==> src/rtl/skinny_tk_sched_ctrl.sv <==
// Tweakey-schedule sequencer: loads the masked key once per block, then pulses one
// key update per LAT-cycle masked round while stepping the round index and round constant.
module skinny_tk_sched_ctrl #(
  parameter int NR  = 56,
  parameter int LAT = 6,
  localparam int RW = $clog2(NR)
) (
  input  logic          clk,
  input  logic          rst,
  input  logic          start,
  input  logic          abort,
  output logic          ready,
  output logic          busy,
  output logic          ks_sel,
  output logic          ks_en,
  output logic          round_start,
  output logic [RW-1:0] rnd_idx,
  output logic [5:0]    rc,
  output logic          done
);

  localparam int PW = (LAT > 1) ? $clog2(LAT) : 1;
  localparam logic [PW-1:0] PH_LAST  = PW'(LAT - 1);
  localparam logic [RW-1:0] IDX_LAST = RW'(NR - 1);

  typedef enum logic [1:0] {
    S_IDLE  = 2'd0,
    S_LOAD  = 2'd1,
    S_ROUND = 2'd2,
    S_DONE  = 2'd3
  } state_t;

  state_t        state_q, state_d;
  logic [PW-1:0] phase_q, phase_d;
  logic [RW-1:0] rnd_idx_q, rnd_idx_d;
  logic [5:0]    rc_q, rc_d;
  logic          ks_en_q, ks_en_d;
  logic          ks_sel_q, ks_sel_d;
  logic          round_start_q, round_start_d;
  logic          ready_q, ready_d;
  logic          busy_q, busy_d;
  logic          done_q, done_d;

  always_comb begin
    state_d   = state_q;
    phase_d   = phase_q;
    rnd_idx_d = rnd_idx_q;
    rc_d      = rc_q;
    ks_en_d   = 1'b0;

    // ks_en is registered: it is decided one cycle ahead, so the pulse for the
    // update ending a round lands on phase 0 of the following round.
    case (state_q)
      S_IDLE: begin
        if (start) begin
          state_d = S_LOAD;
          ks_en_d = 1'b1;
        end
      end
      S_LOAD: begin
        if (abort) begin
          state_d = S_IDLE;
        end else begin
          state_d   = S_ROUND;
          rc_d      = 6'h01;
          rnd_idx_d = '0;
          phase_d   = '0;
        end
      end
      S_ROUND: begin
        if (abort) begin
          state_d = S_IDLE;
          phase_d = '0;
        end else if (phase_q == PH_LAST) begin
          phase_d = '0;
          if (rnd_idx_q == IDX_LAST) begin
            state_d = S_DONE;
          end else begin
            ks_en_d   = 1'b1;
            rnd_idx_d = rnd_idx_q + RW'(1);
            rc_d      = {rc_q[4:0], rc_q[5] ^ rc_q[4] ^ 1'b1};
          end
        end else begin
          phase_d = phase_q + PW'(1);
        end
      end
      S_DONE: begin
        state_d = S_IDLE;
      end
      default: begin
        state_d = S_IDLE;
      end
    endcase

    ready_d       = (state_d == S_IDLE);
    busy_d        = (state_d == S_LOAD) || (state_d == S_ROUND);
    ks_sel_d      = (state_d == S_ROUND);
    round_start_d = (state_d == S_ROUND) && (phase_d == '0);
    done_d        = (state_d == S_DONE);
  end

  always_ff @(posedge clk or posedge rst) begin
    if (rst) begin
      state_q       <= S_IDLE;
      phase_q       <= '0;
      rnd_idx_q     <= '0;
      rc_q          <= 6'h00;
      ks_en_q       <= 1'b0;
      ks_sel_q      <= 1'b0;
      round_start_q <= 1'b0;
      ready_q       <= 1'b1;
      busy_q        <= 1'b0;
      done_q        <= 1'b0;
    end else begin
      state_q       <= state_d;
      phase_q       <= phase_d;
      rnd_idx_q     <= rnd_idx_d;
      rc_q          <= rc_d;
      ks_en_q       <= ks_en_d;
      ks_sel_q      <= ks_sel_d;
      round_start_q <= round_start_d;
      ready_q       <= ready_d;
      busy_q        <= busy_d;
      done_q        <= done_d;
    end
  end

  assign ready       = ready_q;
  assign busy        = busy_q;
  assign ks_sel      = ks_sel_q;
  assign ks_en       = ks_en_q;
  assign round_start = round_start_q;
  assign rnd_idx     = rnd_idx_q;
  assign rc          = rc_q;
  assign done        = done_q;

endmodule

==> config.mk <==
export PLATFORM = sky130hd
export DESIGN_NAME = skinny_tk_sched_ctrl
export DESIGN_NICKNAME = d
export VERILOG_FILES = /design/src/rtl/skinny_tk_sched_ctrl.sv
export SDC_FILE = /design/constraint.sdc
export NUM_CORES = 1
export LEC_CHECK = 0
export ABC_CLOCK_PERIOD_IN_PS = 2100
export BUFFER_PORTS_ARGS = -buffer_cell sky130_fd_sc_hd__buf_2
export CELL_PAD_IN_SITES_DETAIL_PLACEMENT = 1
export CELL_PAD_IN_SITES_GLOBAL_PLACEMENT = 1
export CORE_MARGIN = 2
export CORE_UTILIZATION = 40
export CTS_CLUSTER_DIAMETER = 200
export DETAILED_ROUTE_END_ITERATION = 10
export PLACE_DENSITY_LB_ADDON = 0.05
export SLEW_MARGIN = 20
export SYNTH_ARGS = -nofsm -noshare
export SYNTH_HDL_FRONTEND = slang
export SYNTH_SLANG_ARGS = --single-unit
==> constraint.sdc <==
create_clock -name clk -period 2.1 [get_ports clk]
set_input_delay 0.105 -clock clk [delete_from_list [all_inputs] [get_ports clk]]
set_output_delay 0.105 -clock clk [all_outputs]
set_load 0.01 [all_outputs]
Word-level counts from Yosys, hierarchy flattened --
Index checks and enable logic that the tools add are counted.
Cells by class: add/subtract/negate cells 2, equality and inequality tests 12, multiplexer cells 25, bitwise logic cells 2, reductions and logical operators 7
Operators by type and width (number):
- $mux 6 | 8
- $pmux 6 s2 | 2
- $mux 2 | 5
- $mux 3 | 3
- $eq 2x2->1 const B | 4
- $ne 2x2->1 const B | 4
- $pmux 2 s4 | 1
- $add 6x1->6 const B | 1
- $eq 6x6->1 const B | 1
- $pmux 3 s2 | 1
- $reduce_and 5->1 | 1
- $eq 2x1->1 const B | 2
- $logic_not 2->1 | 2
- $mux 1 | 4
- $add 3x1->3 const B | 1
- $eq 3x3->1 const B | 1
- $logic_not 3->1 | 1
- $pmux 1 s2 | 1
- $reduce_bool 2->1 | 1
- $logic_and 1x1->1 | 1
- $logic_or 1x1->1 | 1
- $not 1->1 | 1
- $xor 1x1->1 | 1
Storage, ports and cells: register bits after elaboration 23, input port bits 4, output and inout bits 18

Longest topological paths before layout --
Gate-level depths: netlist (run 1).
depth in word-level cells 7, gate-level depth with buffers 7, gate-level depth less buffers 7

Worst setup path before layout (run 1) --
OpenSTA, ideal clock, no wires.
path type register to register, from reg rnd_idx_q[0], in the netlist rnd_idx[0], to reg round_start_q, in the netlist round_start, library setup time 0.084 ns, arrival 1.534 ns, data required time 2.016 ns, setup slack 0.482 ns, cell stages (with the launch flop) 7, path buffers 0, clock period less this slack 1.618 ns, cells stage by stage dfrtp_1 ha_1 nand2_1 nor3_1 o32a_1 ha_1 a21boi_0
Between the ends: cells in the longest elaborated chain, start to end 7
Ends and longest elaborated chain:
- from (decl) | line 35 | logic [RW-1:0] rnd_idx_q, rnd_idx_d;
- from (signal assigned) | line 117 | rnd_idx_q <= rnd_idx_d;
- $eq 6x6->1 | line 76 | if (rnd_idx_q == IDX_LAST) begin
- $mux 2 | line 76
- $mux 2 | line 74 | end else if (phase_q == PH_LAST) begin
- $mux 2 | line 71 | if (abort) begin
- $pmux 2 s4 | line 53 | case (state_q)
- via state_d[1] | line 33 | state_t state_q, state_d;
- $eq 2x2->1
- via ks_sel_d | line 38 | logic ks_sel_q, ks_sel_d;
- $logic_and 1x1->1 | line 98 | round_start_d = (state_d == S_ROUND) && (phase_d == '0);
- via round_start_d | line 39 | logic round_start_q, round_start_d;
- to (signal assigned) | line 121 | round_start_q <= round_start_d;
- to (decl) | line 39
The timed path passes the listed nets, and every way through them passes these cells. A chain may end at the register's enable or synchronous reset.

Final worst setup path (run 1) --
Same ends and word-level chain as after synthesis.

==> results.toml, run 1 <==
[die]
dieArea_um2 = 3470
core_area_um2 = 2805
die_y_um = 58.91
die_w_um = 58.91
ioPinCount = 22
floorplan.initialDensity_pct = 43.00
rows = 19

[min_path]
holdPathStages = 3
whs_endpoint = "ks_en"
min-delay-start = "start"
hold_class = "input port to register"

[synthesis]
netlist_instances = 114
yosys.area_share.xor_xnor_pct = 0.7261
ys_ff_latch = 23
synth_compound_area_share_pct = 10.89
syn-mean-instance-area_um2 = 10.58
synth.distinct_cells = 36
syn_area_um2 = 1206
async_flop_share_pct = 100.0
synth_edf_count = 0
ys_warn_count = 0
synth_top_family_by_area = "simple AND/OR/NAND/NOR gates"
ys.flop_type = "dfrtp_1"
synth_nets = 125
yosys.area_share.simple_pct = 17.01
synth_fa_ha_area_share_pct = 7.261
synth_mux_area_share_pct = 11.20
ys_seq_area_share_pct = 47.82

[grt]
track_usage_pct = 16.88
grt_pass1_wl_um = 4388
grt.overflow.total = 0
grt_pass1_vias = 953
antenna_found_initial = 0
grt_max_degree = 24

[setup_path]
rrSetupSlack_ns = 0.20
critPathArrivalTime_ns = 2.14
cp_max_fo = 5
reg2reg_to = "round_start"
startpoint_type = "register"
required_ns = 2.34
timing.rr.start = "rnd_idx[0]"
r2r_cells = 6
endpoint_kind = "register"
criticalPathCategory = "register to register"

[sta]
hold_viol_final = 0
setup_viol = 0
period_share_pct = 90.44
max_freq_mhz = 526.5
rsz0062_at_grt = "false"
finalCriticalPeriod_ns = 1.899
finClkSkew_ns = 0.005623
worst_pin_slew_ns = 0.8683
tns_ns = 0
relSlewSlack_pct = 42.05
finalMaxSlewViolations = 0

[cells_and_area]
final_common_cell = "dfrtp_1"
final_cell_area_um2 = 1381
final_net_count = 151
ff_latch_area_um2 = 576.8
drive_gt1_share_pct = 22.30
layout_common_cells = "dfrtp_1 (22), buf_2 (21), nand2_1 (17)"
multiInputGateArea_um2 = 570.5
n_fill_cell = 325
area_delta_synth_final_pct = 14.52
antenna_cells = 0

[power_and_ir_drop]
fin_total_pwr_uw = 988.8
pwr_density_cell_nw_per_um2 = 715.8
ir_drop_uv = 497.4
power.leakage_nw = 0.7120

[clocking]
numClockSinks = 23
path_clk_slew_ns = 0.13
root_buffer = "clkbuf_4"
clockBufferDepth = 2
cts_setup_buffers = 0
clk_latency_ns = 0.31
htreeDepth = 1
cts_made_buffers = 3
cts_tree = "done"

[status]
violations = "design-rule violations"
status = "finished with violations"

[detailed_routing]
wl_per_cell_um = 14.55
vias = 921
first_pass_iters = 7
drc_errors = 2
drt_iter0_markers = 14
via_per_inst = 5.418
wl_um = 2473
ant_nets = 0

[placed_design]
gp_congestion = 0.7446
dp_hpwl_um = 1902
placed_area_um2 = 1341
portBuffers = 21

[run]
maxCapViolations = 0
[through the flow]
step | utilization [%] | setup slack (ns) | instances | hold WS [ns]
after detailed placement | 47.81 | 0.2141 | 165 | 0.3330
after floorplan | - | 0.4818 | 114 | 0.1062
after CTS | 49.15 | 0.1781 | 170 | 0.02500
after global routing | 49.24 | 0.01764 | 170 | 0.03064
after global placement | 47.81 | 0.2466 | 165 | 0.3220
final | 49.24 | 0.2007 | 170 | 0.03474
[registers in the layout, indices dropped and copies added, names as in the netlist]
name,cells
busy,1
done,1
ks_en,1
ks_sel,1
phase_q,3
rc,6
ready,1
rnd_idx,6
round_start,1
state_q,2
[final cells by class]
type	count	area share [%]
Multi-Input combinational cell	78	41.30
Inverter	10	2.717
Timing Repair Buffer	24	9.420
Sequential cell	23	41.76
Tap cell	31	2.808
Clock inverter	1	0.3623
Clock buffer	3	1.630
[Yosys cell counts (2+ instances only)]
cell type  count  area [um2]
nand2_1       17       63.81
nor3_1         3       15.01
ha_1           7       87.58
inv_1         10       37.54
o31a_1         2       17.52
nor2_1         4       15.01
nand3_1        2       10.01
nand2b_1       3       18.77
dfrtp_1       22       550.5
nand3b_1       3       22.52
nor4_1         2       12.51
mux2i_1       12       120.1
o21ai_0        3       15.01
a21boi_0       2       15.01
[critical path: stages (launching register included)]
cell and delay, ns:
dfrtp_1 0.42, ha_1 0.27, nand2_1 0.10, nor3_1 0.40, o32a_1 0.27, ha_1 0.18, a21boi_0 0.18
[where the power goes]
| group | internal [mW] | switching, mW |
|---|---|---|
| Combinational | 0.101 | 0.168 |
| Clock | 0.0711 | 0.133 |
| Sequential | 0.490 | 0.0252 |
[per-layer routing]
metal / GRT usage (%) / up-vias / part of all wire, % / routed length, um
li1: - / 448 / - / -
met3: 3.077 / 4 / 3.4 / 85
met1: 20.75 / 453 / 44 / 1100
met5: 0 / - / 0 / 0
met4: 7.468 / 0 / 1.1 / 26
met2: 28.73 / 16 / 51 / 1260
[timing repair]
action                                  in CTS  in global routing
endpoints found under the setup margin       0                  1
hold endpoints to repair                    22                  0
hold buffers                                 1                  0
gates resized for setup                      0                  1
[worst max-delay path by stage]
stage	startpoint	endpoint	slack [ns]	depth (start not counted)
3_5_place_dp	state_q[0]	round_start	0.21	7
5_1_grt	rnd_idx[0]	round_start	0.02	6
3_3_place_gp	phase_q[1]	round_start	0.25	5
4_1_cts	rnd_idx[0]	round_start	0.18	6
6_report	rnd_idx[0]	round_start	0.20	6
2_1_floorplan	rnd_idx[0]	round_start	0.48	6
[cells by family (layout without fill, tap and decap cells)]
| group | Yosys count | in the layout |
|---|---|---|
| AOI/OAI and AO/OA | 17 | 17 |
| adders and majority gates | 7 | 7 |
| buffers and inverters | 13 | 38 |
| DFF | 23 | 23 |
| xor gates and xnor gates | 1 | 1 |
| muxes | 13 | 13 |
| and+or+nand+nor | 40 | 40 |
(Power assumes the default switching activity.)
==> run 2: changes to the inputs <==
--- a/config.mk
+++ b/config.mk
@@ -6,7 +6,8 @@
 export NUM_CORES = 1
 export LEC_CHECK = 0
 export ABC_CLOCK_PERIOD_IN_PS = 2100
-export BUFFER_PORTS_ARGS = -buffer_cell sky130_fd_sc_hd__buf_2
+export BUFFER_PORTS_ARGS = -buffer_cell sky130_fd_sc_hd__buf_4
+export CAP_MARGIN = 0
 export CELL_PAD_IN_SITES_DETAIL_PLACEMENT = 1
 export CELL_PAD_IN_SITES_GLOBAL_PLACEMENT = 1
 export CORE_MARGIN = 2
==> results.toml, run 2 (same netlist as run 1, synthesis figures left out) <==
[status]
status = "finished with violations"
violations = "design-rule violations"

[clocking]
root_buffer = "clkbuf_4"
cts_made_buffers = 3
clockBufferDepth = 2
path_clk_slew_ns = 0.13
clk_latency_ns = 0.31
numClockSinks = 23
htreeDepth = 1
cts_tree = "done"

[cells_and_area]
area_delta_synth_final_pct = 18.46
layout_common_cells = "dfrtp_1 (22), buf_4 (22), nand2_1 (17)"
final_net_count = 150
drive_gt1_share_pct = 21.74
n_fill_cell = 320
multiInputGateArea_um2 = 573.1
ff_latch_area_um2 = 576.8
antenna_cells = 0
final_util_pct = 50.94

[min_path]
holdPathStages = 3
min-delay-start = "start"
hold_class = "input port to register"
whs_endpoint = "ks_en"

[setup_path]
rrSetupSlack_ns = 0.25
critPathLaunch = "rnd_idx[0]"
critPathArrivalTime_ns = 2.09
cp_max_fo = 6
r2r_cells = 5
startpoint_type = "register"
required_ns = 2.34
timing.rr.start = "rnd_idx[0]"
criticalPathCategory = "register to register"
reg2reg_to = "rc[1]"
endpoint_kind = "register"

[grt]
met2_usage_pct = 27.30
grt.overflow.total = 0
antenna_found_initial = 0
grt-busiest-layer = "met2"
grt_util_met1_pct = 21.31
track_usage_pct = 16.05
grt_use_met3_pct = 2.637
grt_max_degree = 24
grt_pass1_wl_um = 4250
grt_pass1_vias = 932

[detailed_routing]
ant_nets = 0
wl_um = 2492
drc_errors = 2
vias = 896
via_per_inst = 5.302
first_pass_iters = 7
wl_per_cell_um = 14.75
drt_iter0_markers = 26

[die]
die_y_um = 58.91
dieArea_um2 = 3470
ioPinCount = 22
floorplan.initialDensity_pct = 43.00
rows = 19
core_area_um2 = 2805
die_w_um = 58.91

[sta]
period_share_pct = 88.01
setup_viol = 0
finalMaxSlewViolations = 0
tns_ns = 0
rsz0062_at_grt = "false"
max_freq_mhz = 541.1
finalCriticalPeriod_ns = 1.848
relSlewSlack_pct = 42.78
fin_hold_ws_ns = 0.007079
hold_viol_final = 0
finClkSkew_ns = 0.004636
worst_pin_slew_ns = 0.8574

[placed_design]
portBuffers = 21
gp_congestion = 0.7056
dp_hpwl_um = 1928

[run]
maxCapViolations = 0

[power_and_ir_drop]
power.leakage_nw = 0.7145
fin_total_pwr_mw = 1.009
pwr_density_cell_nw_per_um2 = 706.5
ir_drop_uv = 419.8
==> run 2: cell count changes in the layout (fill, tap and decap cells not counted), sizes merged <==
cell / previous run / this run
buf: 23 / 22
==> run 2: layout make-up <==
cell class                 count  area share, %
multi-input combinational     78          40.11
timing repair buffer          23          12.26
clock inverter                 1         0.3503
clock buffer                   3          1.576
sequential                    23          40.37
tap                           31          2.715
inverter                      10          2.627
==> run 2: where the power goes <==
group	leakage, nW	internal (mW)	switching (mW)	total (mW)
clock network	0.0177	0.0711	0.136	0.207
registers	0.308	0.490	0.0248	0.515
logic	0.389	0.118	0.169	0.287
==> run 2: timing repair <==
action                                  CTS  global route
endpoints found under the setup margin    0             1
hold buffers                              1             0
gates resized for setup                   0             1
hold endpoints to repair                  2             0
setup buffers                             0             0
==> run 2: layer usage <==
layer  routed length [um]  vias up
li1                     -      445
met1                 1205      436
met2                 1198       13
met3                   75        2
met4                   12        0
met5                    0        -
==> run 2: critical path, stage by stage (launching register included) <==
cell      delay, ns
dfrtp_1        0.44
ha_1           0.27
nand2_1        0.10
o211ai_1       0.48
buf_4          0.27
mux2i_1        0.21
==> run 2: worst max-delay path by stage <==
stage / endpoint
CTS: round_start
detailed placement: round_start
floorplan: round_start
finish: rc[1]
global placement: round_start
global route: round_start
==> run 2: metrics by stage <==
| stage | setup slack (ns) | cell area [um2] | instances |
|---|---|---|---|
| 5_1_grt | 0.02785 | 1429 | 169 |
| 3_3_place_gp | 0.2643 | 1386 | 164 |
| 4_1_cts | 0.1740 | 1424 | 169 |
| 3_5_place_dp | 0.2081 | 1386 | 164 |
| 2_1_floorplan | 0.4818 | 1206 | 114 |
| 6_report | 0.2517 | 1429 | 169 |
==> run 3: changes to the inputs <==
--- a/config.mk
+++ b/config.mk
@@ -5,7 +5,7 @@
 export SDC_FILE = /design/constraint.sdc
 export NUM_CORES = 1
 export LEC_CHECK = 0
-export ABC_CLOCK_PERIOD_IN_PS = 2100
+export ABC_CLOCK_PERIOD_IN_PS = 2300
 export BUFFER_PORTS_ARGS = -buffer_cell sky130_fd_sc_hd__buf_4
 export CAP_MARGIN = 0
 export CELL_PAD_IN_SITES_DETAIL_PLACEMENT = 1
==> constraint.sdc (replaced) <==
create_clock -name clk -period 2.3 [get_ports clk]
set_input_delay 0.115 -clock clk [delete_from_list [all_inputs] [get_ports clk]]
set_output_delay 0.115 -clock clk [all_outputs]
set_load 0.01 [all_outputs]
==> results.toml, run 3 (same netlist as run 1, synthesis figures left out) <==
[die]
core_area_um2 = 2805
die_w_um = 58.91
ioPinCount = 22
die_y_um = 58.91
dieArea_um2 = 3470
rows = 19
floorplan.initialDensity_pct = 43.00

[sta]
hold_viol_final = 22
relSlewSlack_pct = 41.66
rsz0062_at_grt = "false"
worst_pin_slew_ns = 0.8741
finClkSkew_ns = 0.001233
period_share_pct = 86.94
setup_slack_ns = 0.3004
finalCriticalPeriod_ns = 2.000
tns_ns = 0
finalMaxSlewViolations = 0
setup_viol = 0
max_freq_mhz = 500.1
fin_hold_ws_ns = -0.01360

[grt]
grt_pass1_wl_um = 4284
antenna_found_initial = 0
grt_pass1_vias = 902
track_usage_pct = 16.39
grt_max_degree = 24
grt.overflow.total = 0

[power_and_ir_drop]
power.leakage_nw = 0.7075
pwr_density_cell_nw_per_um2 = 648.7
fin_total_pwr_uw = 916.3
ir_drop_uv = 454.8

[clocking]
cts_resized = 0
clockBufferDepth = 2
cts_tree = "done"
clk_latency_ns = 0.30
cts_made_buffers = 3
htreeDepth = 1
root_buffer = "clkbuf_4"
path_clk_slew_ns = 0.12
hold_buffers = 0
cts_setup_buffers = 0
numClockSinks = 23

[placed_design]
placedCellCount = 164
dp_slack_ns = 0.3077
placed_area_um2 = 1386
portBuffers = 21
gp_congestion = 0.7379
dp_hpwl_um = 1845

[cells_and_area]
ff_latch_area_um2 = 576.8
finalNonFillerCells = 168
area_delta_synth_final_pct = 17.12
final_cell_area_um2 = 1413
multiInputGateArea_um2 = 568.0
drive_gt1_share_pct = 20.44
n_fill_cell = 330
final_net_count = 149
layout_common_cells = "dfrtp_1 (22), buf_4 (22), nand2_1 (17)"
antenna_cells = 0

[status]
status = "finished with violations"
violations = "design-rule violations, negative hold slack"

[setup_path]
critPathArrivalTime_ns = 2.23
crit_end = "rc[1]"
critPathLaunch = "rnd_idx[0]"
criticalPathCategory = "register to register"
startpoint_type = "register"
rrSetupSlack_ns = 0.30
cp_max_fo = 7
reg2reg_to = "rc[1]"
r2r_cells = 5
timing.rr.start = "rnd_idx[0]"
endpoint_kind = "register"
required_ns = 2.53

[run]
maxCapViolations = 0

[detailed_routing]
vias = 892
ant_nets = 0
drt_iter0_markers = 36
via_per_inst = 5.310
wl_um = 2429
first_pass_iters = 7
drc_errors = 2
wl_per_cell_um = 14.46

[min_path]
hold_class = "input port to asynchronous set/reset pin"
[run 3: metrics by stage]
stage                     hold WS (ns)  utilization, %
final                         -0.01360           50.36
after global routing           0.03213           50.36
after CTS                     0.004840           50.36
after detailed placement        0.3522           49.42
after global placement          0.3547           49.42
after floorplan                 0.1162               -
[run 3: worst min-delay path by stage]
stage	end	slack, ns	cells after the start
detailed placement	ks_en	0.35	3
global placement	busy	0.35	2
CTS	done	0.005	2
finish	done	-0.01	2
floorplan	busy	0.12	1
global route	ks_en	0.03	3
[run 3: layer usage]
layer | vias to the layer above | wire, um | global-route usage, %
li1 | 444 | - | -
met1 | 433 | 1142 | 22.21
met2 | 13 | 1190 | 26.83
met3 | 2 | 78 | 2.198
met4 | 0 | 17 | 5.844
met5 | - | 0 | 0
[run 3: cell type report]
type                    count  share of cell area (%)
flip-flops and latches     23                   40.83
multi-input cells          78                   40.21
repair buffers             22                   11.69
well taps                  31                   2.746
inverters                  10                   2.657
clock buffers               4                   1.860
[run 3: critical path, cell delays in order (launching register included)]
cell and delay [ns]:
dfrtp_1 0.44, ha_1 0.25, nand2_1 0.10, o211ai_1 0.67, buf_4 0.26, mux2i_1 0.20
[run 3: power breakdown]
group          switching, mW  leakage (nW)  internal (mW)
logic                  0.153         0.384          0.105
registers             0.0254         0.308          0.448
clock network          0.117        0.0150         0.0675
total                  0.296         0.708          0.620
